===== src/rtl/au_incdec_arb.sv =====
// au_incdec_arb: round-robin bank of NCH counters sharing one external inc/dec unit; ports: clk, rst_n, req_vld/req_dec/req_rdy, ld_vld/ld_ch/ld_val, au_a/au_ci/au_inc_dec -> au_z/au_co, rsp_vld/rsp_ch/rsp_val/rsp_wrap, cnt_flat
module au_incdec_arb #(
  parameter int WIDTH = 8,
  parameter int NCH = 4,
  parameter int SAT = 0,
  localparam int CHW = $clog2(NCH)
) (
  input  logic               clk,
  input  logic               rst_n,
  input  logic [NCH-1:0]     req_vld,
  input  logic [NCH-1:0]     req_dec,
  output logic [NCH-1:0]     req_rdy,
  input  logic               ld_vld,
  input  logic [CHW-1:0]     ld_ch,
  input  logic [WIDTH-1:0]   ld_val,
  output logic [WIDTH-1:0]   au_a,
  output logic               au_ci,
  output logic               au_inc_dec,
  input  logic [WIDTH-1:0]   au_z,
  input  logic               au_co,
  output logic               rsp_vld,
  output logic [CHW-1:0]     rsp_ch,
  output logic [WIDTH-1:0]   rsp_val,
  output logic               rsp_wrap,
  output logic [NCH*WIDTH-1:0] cnt_flat
);
  logic [WIDTH-1:0] cnt [NCH];
  logic [CHW-1:0] p, g;
  logic [NCH-1:0] elig;
  logic hit, hold;
  always_comb begin
    elig = '0;
    g = '0;
    hit = 1'b0;
    req_rdy = '0;
    for (int i = 0; i < NCH; i++) elig[i] = req_vld[i] & ~(ld_vld & (int'(ld_ch) == i));
    for (int k = 0; k < NCH; k++)
      if (!hit && elig[(int'(p) + k) % NCH]) begin
        hit = 1'b1;
        g = CHW'((int'(p) + k) % NCH);
      end
    if (hit) req_rdy[g] = 1'b1;
  end
  assign au_a = hit ? cnt[g] : '0;
  assign au_ci = hit;
  assign au_inc_dec = hit & req_dec[g];
  // saturating build keeps the old value whenever the shared unit reports carry/borrow
  assign hold = (SAT != 0) && au_co;
  always_ff @(posedge clk or negedge rst_n)
    if (!rst_n) begin
      cnt <= '{default: '0};
      p <= '0;
      rsp_vld <= 1'b0;
      rsp_ch <= '0;
      rsp_val <= '0;
      rsp_wrap <= 1'b0;
    end else begin
      rsp_vld <= hit;
      if (hit) begin
        if (!hold) cnt[g] <= au_z;
        p <= (g == CHW'(NCH - 1)) ? '0 : g + 1'b1;
        rsp_ch <= g;
        rsp_val <= hold ? cnt[g] : au_z;
        rsp_wrap <= au_co;
      end
      if (ld_vld && int'(ld_ch) < NCH) cnt[ld_ch] <= ld_val;
    end
  for (genvar i = 0; i < NCH; i++) assign cnt_flat[i*WIDTH +: WIDTH] = cnt[i];
endmodule


===== config.mk =====
export PLATFORM = sky130hd
export DESIGN_NAME = au_incdec_arb
export DESIGN_NICKNAME = d
export VERILOG_FILES = /design/src/rtl/au_incdec_arb.sv
export SDC_FILE = /design/constraint.sdc
export NUM_CORES = 1
export LEC_CHECK = 0
export ABC_AREA = 1
export CORE_ASPECT_RATIO = 1.25
export CORE_MARGIN = 1.5
export CORE_UTILIZATION = 61
export CTS_CLUSTER_SIZE = 25
export DETAILED_ROUTE_END_ITERATION = 10
export DONT_BUFFER_PORTS = 1
export PLACE_DENSITY_LB_ADDON = 0.25
export SYNTH_ARGS = -nofsm -noshare
export SYNTH_HDL_FRONTEND = slang
export SYNTH_SLANG_ARGS = --single-unit
export TNS_END_PERCENT = 20

===== constraint.sdc =====
create_clock -name clk -period 2.85 [get_ports clk]
set_input_delay 0.1425 -clock clk [delete_from_list [all_inputs] [get_ports clk]]
set_output_delay 0.1425 -clock clk [all_outputs]
set_load 0.05 [all_outputs]

==> flow_metrics.py, run 1 <==
metrics = {
    "outcome": {
        "status": "completed",
    },
    "place": {
        "port_buffers": 0,
        "gp_congestion": 0.882,
        "hpwlAfterDp_um": 5830,
        "place_ws_ns": 0.173,
    },
    "floorplanning": {
        "fp.dieH_um": 80.9,
        "initial_utilization_pct": 63.0,
        "fp.dieW_um": 65.3,
        "io_pins": 88,
        "coreArea_sq_um": 4690,
        "dieArea_sq_um": 5280,
        "rows": 28,
    },
    "final_layout": {
        "area_delta_synth_final_pct": 18.3,
        "final_cell_mix": "109 x nand2_1, 44 x dfrtp_1, 38 x inv_1, 33 x nor2_1, 18 x o21ai_1",
        "drive_above_1_share_pct": 21.2,
        "diodes": 0,
        "fillers": 357,
        "final_common_cell": "nand2_1",
        "fin_nets": 438,
    },
    "clock_network": {
        "clk_path_buf_depth": 2,
        "cts_tree": "built",
        "root_buffer": "clkbuf_8",
        "path_clk_slew_ns": 0.09,
        "cts_buffers": 5,
        "insertion_delay_ns": 0.30,
        "cts.htree.levels": 2,
        "cts.sinks": 46,
    },
    "global_routing": {
        "antenna_found_initial": 0,
        "grt_pass1_wl_um": 13100,
        "grt_overflow": 0,
        "grt_pass1_vias": 2651,
        "grt_max_degree": 47,
        "grtUsageTotal_pct": 33.1,
    },
    "job": {
        "cap_violations": 0,
    },
    "synth": {
        "synthXorXnorAreaFrac_pct": 0.592,
        "synth_area_per_cell_sq_um": 7.89,
        "async_reset_ff_share_pct": 100,
        "synth.area.mux_share_pct": 0,
        "synthAdderAreaFrac_pct": 1.69,
        "yosys.area_share.simple_pct": 31.6,
        "synth.yosys.seq_area_share_pct": 38.9,
        "syn-instance-count": 375,
        "netlist.area_leader.share_pct": 38.9,
        "synth_top_area_cell": "dfrtp_1",
        "synth_top_family_by_area": "simple AND/OR/NAND/NOR gates",
        "synth_nets": 409,
        "synth-seq-cells": 46,
        "netlist_top_cells_area": "dfrtp_1 39%, nand2_1 14%, inv_1 5.1%, nor2_1 4.2%, nand3_2 4.1%",
        "ys_types": 33,
        "synth_edf_count": 0,
        "synth_top_flop_cell": "dfrtp_1",
        "syn-cell-area_sq_um": 2960,
        "synth_compound_area_share_pct": 16.3,
        "synth_warnings": 0,
    },
    "route": {
        "detail_route.wirelength_um": 8300,
        "vias": 2711,
        "routedWlPerCell_um": 17.8,
        "ant_nets": 0,
        "drt-pass1-iter-count": 5,
        "drt_iter0_drc": 163,
        "drc": 0,
        "viasPerCell": 5.83,
    },
    "sta": {
        "period_minus_slack_ns": 2.74,
        "rsz0062_at_grt": "yes",
        "hold_ws_ns": 0.00730,
        "timing.final.ws_setup_ns": 0.111,
        "relSlewSlack_pct": 63.4,
        "min_period_over_period_pct": 96.1,
        "hold_violations": 0,
        "fin_skew_ns": 0.00365,
        "drv_slew": 0,
        "timing.fmax_mhz": 365,
        "finalSetupViolCount": 0,
        "worstMarginPinSlew_ns": 0.549,
    },
    "critical_path": {
        "crit_type": "flop to primary output",
        "crit_arrival_ns": 2.60,
        "rr_startpoint": "p[0]",
        "start_kind": "flop",
        "critPathRequiredTime_ns": 2.71,
        "rr_worst_depth": 16,
        "crit_path_max_fanout": 18,
        "endpoint_kind": "primary output",
        "r2r_end": "cnt_flat[9]",
        "r2r_slack_ns": 0.41,
        "crit_start": "p[0]",
    },
    "worst_hold_path": {
        "min_path_cells": 2,
        "worstHoldStart": "ld_val[3]",
        "hold_path.class": "input pin to flop",
        "min_to": "cnt_flat[27]",
    },
}
-- flip-flops by register name, indices dropped and copies added, names as in the netlist --
register,cells
cnt_flat,32
p,2
rsp_ch,2
rsp_val,8
rsp_vld,1
rsp_wrap,1
-- area by class of cell --
type	instances	area (sq um)	share of cell area (%)
Multi-Input combinational cell	265	1510	43.1
Sequential cell	46	1150	33.0
Timing Repair Buffer	39	459	13.1
Inverter	47	193	5.51
Tap cell	60	75.1	2.15
Clock buffer	5	68.8	1.97
Clock inverter	3	40.0	1.14
-- worst max-delay path by stage --
stage / endpoint / slack [ns] / cells past startpoint
final: req_rdy[3] / 0.11 / 14
after global routing: req_rdy[1] / -0.06 / 14
after CTS: req_rdy[3] / 0.02 / 11
after detailed placement: req_rdy[3] / 0.17 / 14
after global placement: req_rdy[3] / 0.28 / 14
after floorplan: cnt_flat[26] / 0.36 / 16
-- critical path, stage by stage (launching register included) --
cell,delay (ns)
dfrtp_2,0.49
buf_4,0.17
nand3_2,0.11
nand2_1,0.09
nand2_1,0.07
nand2_1,0.08
nand2_2,0.07
nand2_1,0.06
nand2_2,0.11
nand3_4,0.19
clkinv_8,0.15
ha_2,0.24
nand2_8,0.10
inv_1,0.17
buf_6,0.18
-- per-layer routing --
metal | GRT usage, % | up-vias | part of all wire [%]
met3 | 8.73 | 32 | 7.9
met1 | 36.5 | 1277 | 35
li1 | - | 1280 | -
met5 | 0 | - | 0
met4 | 19.4 | 0 | 4.8
met2 | 57.0 | 122 | 52
-- cells in the mapped netlist, types with 3 or more instances --
cell / instances
o21ai_2: 3
o22ai_1: 5
nand3_2: 12
nor2_1: 33
ha_1: 4
inv_2: 6
o211ai_2: 9
buf_4: 4
nand2_2: 8
buf_6: 3
o211ai_1: 6
inv_1: 40
a31oi_1: 9
nand2_8: 3
nand4_1: 4
dfrtp_1: 46
a21oi_1: 7
nand2_1: 109
clkbuf_1: 4
nand3_1: 10
nand3_4: 3
o21ai_0: 17
o21ai_1: 18
-- per-stage QoR --
stage                     util, %  setup TNS (ns)  instance area, sq um  cells
after floorplan                 -               0                  2960    375
after global placement       66.6               0                  3120    436
after detailed placement     66.6               0                  3120    436
after CTS                    73.2               0                  3430    462
after global routing         74.5          -0.252                  3500    465
final                        74.5               0                  3500    465
-- repair_timing --
| item | CTS | global route |
|---|---|---|
| endpoints found under the hold margin | 79 | 0 |
| setup buffers | 0 | 3 |
| setup endpoints to repair | 4 | 9 |
| pin swaps | 0 | 1 |
| hold buffers | 18 | 0 |
| gates resized for setup | 3 | 10 |
-- kinds of logic after synthesis --
logic type,count (synthesis)
flip-flops,46
buffers and inverters,64
AND/OR/NAND/NOR,185
AO/OA/AOI/OAI,74
XOR/XNOR,2
adder cells (fa/ha/maj),4
Power of run 1 is not shown: default switching activity piles up to over one toggle a cycle in this logic, so the estimate is an artifact.
==> run 2: changes to the inputs <==
- clock period: 2.85 -> 2.8 ns (I/O delays scaled with it)
==> flow_metrics.py, run 2 (same netlist as run 1, synthesis figures left out) <==
metrics = {
    "clock_network": {
        "insertion_delay_ns": 0.30,
        "cts.sinks": 46,
        "path_clk_slew_ns": 0.09,
        "cts_buffers": 5,
        "cts.htree.levels": 2,
        "cts_tree": "built",
        "root_buffer": "clkbuf_8",
        "clk_path_buf_depth": 2,
    },
    "sta": {
        "drv_slew": 0,
        "hold_ws_ns": -0.00583,
        "timing.final.ws_setup_ns": 0.101,
        "rsz0062_at_grt": "yes",
        "period_minus_slack_ns": 2.70,
        "min_period_over_period_pct": 96.4,
        "timing.fmax_mhz": 371,
        "hold_violations": 1,
        "worstMarginPinSlew_ns": 0.558,
        "relSlewSlack_pct": 62.8,
        "fin_skew_ns": 0.00421,
        "finalSetupViolCount": 0,
        "setup_tns_ns": 0,
    },
    "route": {
        "vias": 2739,
        "ant_nets": 0,
        "drc": 0,
        "drt-pass1-iter-count": 4,
        "routedWlPerCell_um": 18.3,
        "drt_iter0_drc": 200,
        "detail_route.wirelength_um": 8490,
        "viasPerCell": 5.92,
    },
    "global_routing": {
        "antenna_found_initial": 0,
        "grtUsageTotal_pct": 32.6,
        "grt_pass1_wl_um": 13000,
        "grt_overflow": 0,
        "grt_pass1_vias": 2670,
        "grt_max_degree": 47,
    },
    "final_layout": {
        "largest_register_ffs": 32,
        "diodes": 0,
        "final_cell_mix": "108 x nand2_1, 44 x dfrtp_1, 37 x inv_1, 33 x nor2_1, 18 x o21ai_1",
        "final_common_cell": "nand2_1",
        "fin_nets": 436,
        "drive_above_1_share_pct": 21.3,
        "final_core_util_pct": 73.9,
        "area_delta_synth_final_pct": 17.3,
        "fillers": 349,
    },
    "critical_path": {
        "crit_path_max_fanout": 15,
        "crit_type": "flop to primary output",
        "start_kind": "flop",
        "critPathRequiredTime_ns": 2.66,
        "endpoint_kind": "primary output",
        "crit_arrival_ns": 2.56,
        "r2r_slack_ns": 0.38,
    },
    "place": {
        "gp_congestion": 0.890,
        "port_buffers": 0,
        "hpwlAfterDp_um": 6020,
        "place_ws_ns": 0.155,
    },
    "floorplanning": {
        "fp.dieH_um": 80.9,
        "io_pins": 88,
        "rows": 28,
        "fp.dieW_um": 65.3,
        "coreArea_sq_um": 4690,
        "initial_utilization_pct": 63.0,
        "dieArea_sq_um": 5280,
    },
    "worst_hold_path": {
        "hold_path.class": "input pin to flop",
    },
    "outcome": {
        "status": "complete, but fails checks",
        "violations": "hold timing",
    },
    "job": {
        "cap_violations": 0,
    },
}
run 2: repair_timing:
action | CTS | global route
hold buffers | 15 | 1
endpoints found under the hold margin | 73 | 1
endpoints found under the setup margin | 8 | 12
buffers inserted | 0 | 3
gates resized for setup | 6 | 7
run 2: worst paths after layout:
path                            from          end  depth (start not counted)
setup reg to reg                p[0]  cnt_flat[9]                         13
max in group asynchronous      rst_n         p[1]                          2
setup / recovery                p[0]   req_rdy[1]                         11
hold / removal             ld_val[1]  cnt_flat[1]                          2
min in group asynchronous      rst_n   rsp_val[4]                          2
hold reg to reg            rsp_ch[0]    rsp_ch[0]                          2
run 2: worst max-delay path: stages, from the launching register on:
cell and delay, ns:
dfrtp_2 0.51, xor2_2 0.28, nand3_2 0.13, nand2_4 0.12, nand2_2 0.07, nand3_2 0.11
nand3_4 0.19, inv_6 0.16, ha_1 0.26, nand2_8 0.11, inv_2 0.12, buf_4 0.20
run 2: stage by stage:
stage               cell area [sq um]  instances
finish                           3470        463
detailed placement               3120        436
CTS                              3420        459
global route                     3470        463
global placement                 3120        436
floorplan                        2960        375
run 2: area by class of cell:
class                   count  area [sq um]  share of cell area (%)
clock buffers               7          76.3                    2.20
clock inverters             1          30.0                   0.866
inverters                  47           188                    5.41
multi-input cells         265          1510                    43.4
flip-flops and latches     46          1150                    33.3
well taps                  60          75.1                    2.16
repair buffers             37           439                    12.7
run 2: metal layers:
layer | vias to the layer above | global-route usage (%) | share of wire, %
li1 | 1272 | - | -
met1 | 1309 | 35.7 | 36
met2 | 129 | 58.9 | 53
met3 | 29 | 6.93 | 6.7
met4 | 0 | 16.9 | 4.2
met5 | - | 0 | 0
Power of run 2 is left out for the same reason.
